==> config.mk <==
export PLATFORM = sky130hd
export DESIGN_NAME = timer_sequencer
export DESIGN_NICKNAME = d
export VERILOG_FILES = /design/src/rtl/timer_sequencer_pkg.sv /design/src/rtl/timer_sequencer_fifo.sv /design/src/rtl/timer_sequencer.sv
export SDC_FILE = /design/constraint.sdc
export NUM_CORES = 1
export LEC_CHECK = 0
export ABC_AREA = 1
export BUFFER_PORTS_ARGS = -buffer_cell sky130_fd_sc_hd__buf_2
export CAP_MARGIN = 20
export CORE_MARGIN = 5
export CORE_UTILIZATION = 45
export CTS_CLUSTER_DIAMETER = 100
export CTS_CLUSTER_SIZE = 28
export DETAILED_ROUTE_END_ITERATION = 16
export MAX_ROUTING_LAYER = met4
export PLACE_DENSITY_LB_ADDON = 0.12
export SYNTH_ARGS = -nofsm -noshare
export SYNTH_HDL_FRONTEND = slang
export SYNTH_SLANG_ARGS = --single-unit
export TNS_END_PERCENT = 5
==> constraint.sdc <==
create_clock -name clk_i -period 3.36 [get_ports clk_i]
set_clock_uncertainty 0.15 [all_clocks]
set_input_delay 1.008 -clock clk_i [delete_from_list [all_inputs] [get_ports clk_i]]
set_output_delay 1.008 -clock clk_i [all_outputs]
set_load 0.05 [all_outputs]
==> src/rtl/timer_sequencer_pkg.sv <==
// timer_sequencer_pkg: shared state encoding and default sizing for the timer sequencer
package timer_sequencer_pkg;

    typedef enum logic [1:0] {
        IDLE  = 2'd0,
        LOAD  = 2'd1,
        RUN   = 2'd2,
        ABORT = 2'd3
    } state_e;

    localparam int CW_DEF    = 16;
    localparam int TW_DEF    = 4;
    localparam int DEPTH_DEF = 4;

endpackage

==> src/rtl/timer_sequencer_fifo.sv <==
// timer_sequencer_fifo: synchronous request FIFO with push/pop/flush and occupancy
module timer_sequencer_fifo #(
    parameter  int W     = 20,
    parameter  int DEPTH = 4,
    localparam int AW    = $clog2(DEPTH)
) (
    input  logic          clk_i,
    input  logic          reset_i,
    input  logic          push_i,
    input  logic          pop_i,
    input  logic          flush_i,
    input  logic [W-1:0]  wdata_i,
    output logic [W-1:0]  rdata_o,
    output logic          full_o,
    output logic          empty_o,
    output logic [AW:0]   level_o
);

    logic [W-1:0] mem_q [DEPTH];
    logic [AW:0]  wptr_q;
    logic [AW:0]  rptr_q;
    logic         do_push;
    logic         do_pop;

    // Flush wins over everything, so a push racing an abort is dropped.
    assign do_push = push_i && !full_o && !flush_i;
    assign do_pop  = pop_i && !empty_o && !flush_i;
    // The extra pointer bit separates full from empty; the difference wraps naturally.
    assign level_o = wptr_q - rptr_q;
    assign full_o  = level_o == (AW+1)'(DEPTH);
    assign empty_o = wptr_q == rptr_q;
    assign rdata_o = mem_q[rptr_q[AW-1:0]];

    // Pointer update: flush empties, otherwise advance on accepted push/pop.
    always_ff @(posedge clk_i or posedge reset_i) begin
        if (reset_i) begin
            wptr_q <= '0;
            rptr_q <= '0;
        end else if (flush_i) begin
            wptr_q <= '0;
            rptr_q <= '0;
        end else begin
            if (do_push) wptr_q <= wptr_q + (AW+1)'(1);
            if (do_pop)  rptr_q <= rptr_q + (AW+1)'(1);
        end
    end

    // Storage needs no reset; only slots between the pointers are ever read.
    always_ff @(posedge clk_i) begin
        if (do_push) mem_q[wptr_q[AW-1:0]] <= wdata_i;
    end

    a_no_push_full: assert property (@(posedge clk_i) disable iff (reset_i) !(push_i && full_o));
    a_level_bound:  assert property (@(posedge clk_i) disable iff (reset_i) level_o <= (AW+1)'(DEPTH));

endmodule

==> src/rtl/timer_sequencer.sv <==
// timer_sequencer: queues tagged delay requests and issues them one at a time to a one-shot timer
module timer_sequencer
    import timer_sequencer_pkg::*;
#(
    parameter  int CW    = CW_DEF,
    parameter  int TW    = TW_DEF,
    parameter  int DEPTH = DEPTH_DEF,
    localparam int LW    = $clog2(DEPTH) + 1
) (
    input  logic          clk_i,
    input  logic          reset_i,
    input  logic          req_valid_i,
    output logic          req_ready_o,
    input  logic [CW-1:0] req_cycles_i,
    input  logic [TW-1:0] req_tag_i,
    input  logic          abort_i,
    output logic          timer_load_o,
    output logic [CW-1:0] timer_cycles_o,
    input  logic          timer_busy_i,
    output logic          done_o,
    output logic [TW-1:0] done_tag_o,
    output logic [LW-1:0] level_o
);

    state_e             state_q;
    state_e             state_d;
    logic [CW-1:0]      cur_cycles_q;
    logic [TW-1:0]      cur_tag_q;
    logic [CW+TW-1:0]   head;
    logic               full;
    logic               empty;
    logic               push;
    logic               pop;

    assign req_ready_o = !full;
    assign push        = req_valid_i && req_ready_o;
    // Head is taken when idle, or as the running interval expires so the next load is adjacent.
    assign pop = !abort_i && !empty && (state_q == IDLE || (state_q == RUN && !timer_busy_i));

    timer_sequencer_fifo #(
        .W     (CW + TW),
        .DEPTH (DEPTH)
    ) u_fifo (
        .clk_i   (clk_i),
        .reset_i (reset_i),
        .push_i  (push),
        .pop_i   (pop),
        .flush_i (abort_i),
        .wdata_i ({req_cycles_i, req_tag_i}),
        .rdata_o (head),
        .full_o  (full),
        .empty_o (empty),
        .level_o (level_o)
    );

    // State register.
    always_ff @(posedge clk_i or posedge reset_i) begin
        if (reset_i) state_q <= IDLE;
        else         state_q <= state_d;
    end

    // Next state: abort overrides; an active interval is cancelled through ABORT.
    always_comb begin
        state_d = state_q;
        case (state_q)
            IDLE:    state_d = empty ? IDLE : LOAD;
            LOAD:    state_d = RUN;
            RUN:     state_d = timer_busy_i ? RUN : (empty ? IDLE : LOAD);
            default: state_d = IDLE;
        endcase
        if (abort_i) state_d = (state_q == LOAD || state_q == RUN) ? ABORT : IDLE;
    end

    // Capture the popped request for the interval about to be loaded.
    always_ff @(posedge clk_i or posedge reset_i) begin
        if (reset_i) begin
            cur_cycles_q <= '0;
            cur_tag_q    <= '0;
        end else if (pop) begin
            {cur_cycles_q, cur_tag_q} <= head;
        end
    end

    // Outputs: an abort arriving in LOAD suppresses that load so the strobe never spans two cycles.
    always_comb begin
        timer_load_o   = (state_q == LOAD && !abort_i) || state_q == ABORT;
        timer_cycles_o = (state_q == LOAD && !abort_i) ? cur_cycles_q : '0;
        done_o         = state_q == RUN && !timer_busy_i && !abort_i;
        done_tag_o     = (state_q == RUN && !timer_busy_i && !abort_i) ? cur_tag_q : '0;
    end

    a_done_pulse: assert property (@(posedge clk_i) disable iff (reset_i) done_o |=> !done_o);
    a_load_pulse: assert property (@(posedge clk_i) disable iff (reset_i) timer_load_o |=> !timer_load_o);
    a_load_idle:  assert property (@(posedge clk_i) disable iff (reset_i)
                                   (timer_load_o && state_q != ABORT) |-> !timer_busy_i);

endmodule

==> summary.txt <==
CTS
  – Clock Latency Late Sink: approximately 0.37 ns
  – CTS sink count: around 110
  – Clock buffer depth: 2
  – CTS Root Buffer Type: clkbuf_8
  – H-tree levels: 3
  – Hold buffer count at cts: 0
  – CTS clock-pin slew for the worst setup and hold paths: 0.10 ns
  – CTS Buf Count: 9
  – TritonCTS clock tree: built

Yosys
  – Post-Synthesis Cell Area: between 4000 and 5000 µm²
  – EDFF count, synth: 80
  – Unique masters post-synth: 25
  – Count leader, synth: nor2_1
  – Post-Syn Nets: between 400 and 500
  – Main synth FF type: edfxtp_1
  – Most common library cells after synthesis: nor2_1 (84), edfxtp_1 (80), o21ai_0 (57), inv_1 (38), nand2_1 (37)
  – Top cells by area, synth: edfxtp_1 (52%), dfrtp_1 (15%), nor2_1 (6.8%)
  – Ys async rst share: 0.259
  – Synth Area per Inst: roughly 11 µm²
  – Mapped Cells: slightly above 400
  – Seq cells post-synth: around 110
  – Cell taking the most area after synthesis: edfxtp_1
  – Post-synth top area share: 0.520
  – Post-synthesis sequential area ratio: 0.672
  – Yosys Warn Count: 0

Global route
  – Largest net degree at the start of global routing: 45
  – GRT overflow: 0
  – First-pass GRT wire length: 15000 µm
  – All-Layer GR Usage: 0.157
  – Initial antenna violation count: 0
  – Vias in the first global route: 2855

Timing
  – Slew Viols, Final: 0
  – Slew HR: 0.608
  – Max Freq: a little over 300 MHz
  – Tcrit/Tclk final: 0.957
  – Worst-margin pin slew: a little under 0.6 ns
  – Min cycle time layout: approximately 3.2 ns
  – Fin. Hold Viols: 0
  – Final setup vio count: 0

Die
  – Cell row count: 37
  – Starting density of the core: 0.454
  – Die width: about 110 µm
  – Die Area: 12400 µm²
  – Die Ht: approximately 110 µm
  – CORE AREA: ~10000 µm²
  – I/O pin count: a little over 50

Route
  – Remaining DRCs: 0
  – Drt wl/cell: approximately 15 µm
  – Vias per Instance: ~4.8
  – Routed Antenna Nets: 0
  – Drt first pass iters: 4
  – 1st-iter DRT viols: about 160
  – Routed wire length: slightly below 9000 µm
  – DR vias: 2875

Power
  – IR drop worst, VDD: 0.000446 V
  – Leak: 2.20 nW
  – Cell Pwr Density: 786 nW/µm²
  – Total power: about 4.2 mW

Final layout
  – Final nets: between 400 and 500
  – Fill cell count: 951
  – Layout cells sized above 1: 0.238
  – Non-Filler Instances: between 600 and 700
  – Layout overhead on the synthesized area: 14.5%

Worst setup path
  – Worst setup SP type: flop
  – CP Data Arrival Time: 2.06 ns
  – Setup Crit Path Kind: reg2out
  – Critical path capture point type: output pin
  – Max FO, Critical Path: 6
  – CP required: 2.20 ns

Job
  – Max-cap check violation count: 0

Min path
  – HP Class: reg2reg

Outcome
  – Status: complete, no violations

Place
  – Placed insts: approximately 600
  – Post-DP HPWL: roughly 5300 µm
  – IO buf count: 50
  – GPL Wtd Cong: 0.729
## report_power, final
group / leakage, nW / internal (mW) / switching [mW] / total (mW)
clock network: 0.115 / 0.417 / 0.451 / 0.869
registers: 1.08 / 1.66 / 0.0633 / 1.72
logic: 1.00 / 0.480 / 1.09 / 1.57
total: 2.20 / 2.55 / 1.60 / 4.16
## cell usage in the layout, fill, tap and decap left out, types with 5 or more instances in the layout
master	instances
nor2_1	80
edfxtp_1	80
o21ai_0	57
buf_2	49
inv_1	38
nand2_1	37
dfrtp_1	28
o21ai_2	20
buf_4	13
ha_1	11
clkbuf_8	10
nand3_1	8
o21ai_1	7
nor2_2	5
## stage by stage
step	setup WS [ns]	instance area (µm²)	TNS (ns)	utilization	hold slack, ns
global route	-0.00205	5290	-0.00205	0.519	0.394
floorplan	0.104	4620	0	-	0.341
detailed placement	0.189	5010	0	0.492	0.359
global placement	0.242	5010	0	0.492	0.354
finish	0.146	5290	0	0.519	0.376
CTS	0.0605	5240	0	0.514	0.384
## final timing paths
kind | startpoint | to | slack [ns] | cells past startpoint
max | u_fifo.wptr_q[0] | req_ready_o | 0.15 | 7
min | cur_cycles_q[13] | cur_cycles_q[13] | 0.38 | 2
min reg2reg | cur_cycles_q[13] | cur_cycles_q[13] | 0.38 | 2
max in group asynchronous | reset_i | cur_cycles_q[3] | 2.21 | 3
min in group asynchronous | reset_i | cur_cycles_q[6] | 0.54 | 3
max reg2reg | u_fifo.wptr_q[0] | u_fifo.mem_q[3][17] | 0.77 | 8
## logic make-up after synthesis
family | count (synthesis) | share of synthesized area
AND/OR/NAND/NOR | 140 | 0.124
flip-flops | 108 | 0.672
XOR/XNOR | 2 | 0.00379
AO/OA/AOI/OAI | 85 | 0.108
buffers and inverters | 60 | 0.0582
adder cells (fa/ha/maj) | 12 | 0.0341
## worst max-delay path, cell delays in order (launching register included)
cell and delay, ns:
dfrtp_1 0.39, inv_1 0.10, ha_1 0.20, fa_1 0.50, nand2_1 0.05, inv_1 0.06, nand3_2 0.14, buf_4 0.23
## metal layers
| layer | vias to the layer above | global-route usage | wire, µm |
|---|---|---|---|
| li1 | 1466 | - | - |
| met1 | 1355 | 0.222 | 4520 |
| met2 | 45 | 0.228 | 3890 |
| met3 | 9 | 0.0349 | 375 |
| met4 | 0 | 0.0511 | 133 |
| met5 | - | - | 0 |
## flip-flops by register name, summed over array words and instances (netlist names)
| register | flops |
|---|---|
| cur_cycles_q | 16 |
| cur_tag_q | 4 |
| state_q | 2 |
| u_fifo.mem_q | 80 |
| u_fifo.rptr_q | 3 |
| u_fifo.wptr_q | 3 |
## timing repair
| action | in CTS | in global routing |
|---|---|---|
| setup endpoints to repair | 0 | 1 |
| gates resized for setup | 0 | 2 |
| setup buffers | 0 | 2 |
## final cells by class
cell class                      instances  area, µm²  area share
Clock buffer                           11        163      0.0308
Multi-Input combinational cell        239       1260       0.238
Antenna cell                            1       2.50    0.000473
Sequential cell                       108       3100       0.587
Inverter                               41        156      0.0296
Tap cell                              136        170      0.0322
Timing Repair Buffer                   63        370      0.0700
Clock inverter                          5       65.1      0.0123
(Power assumes the default switching activity.)
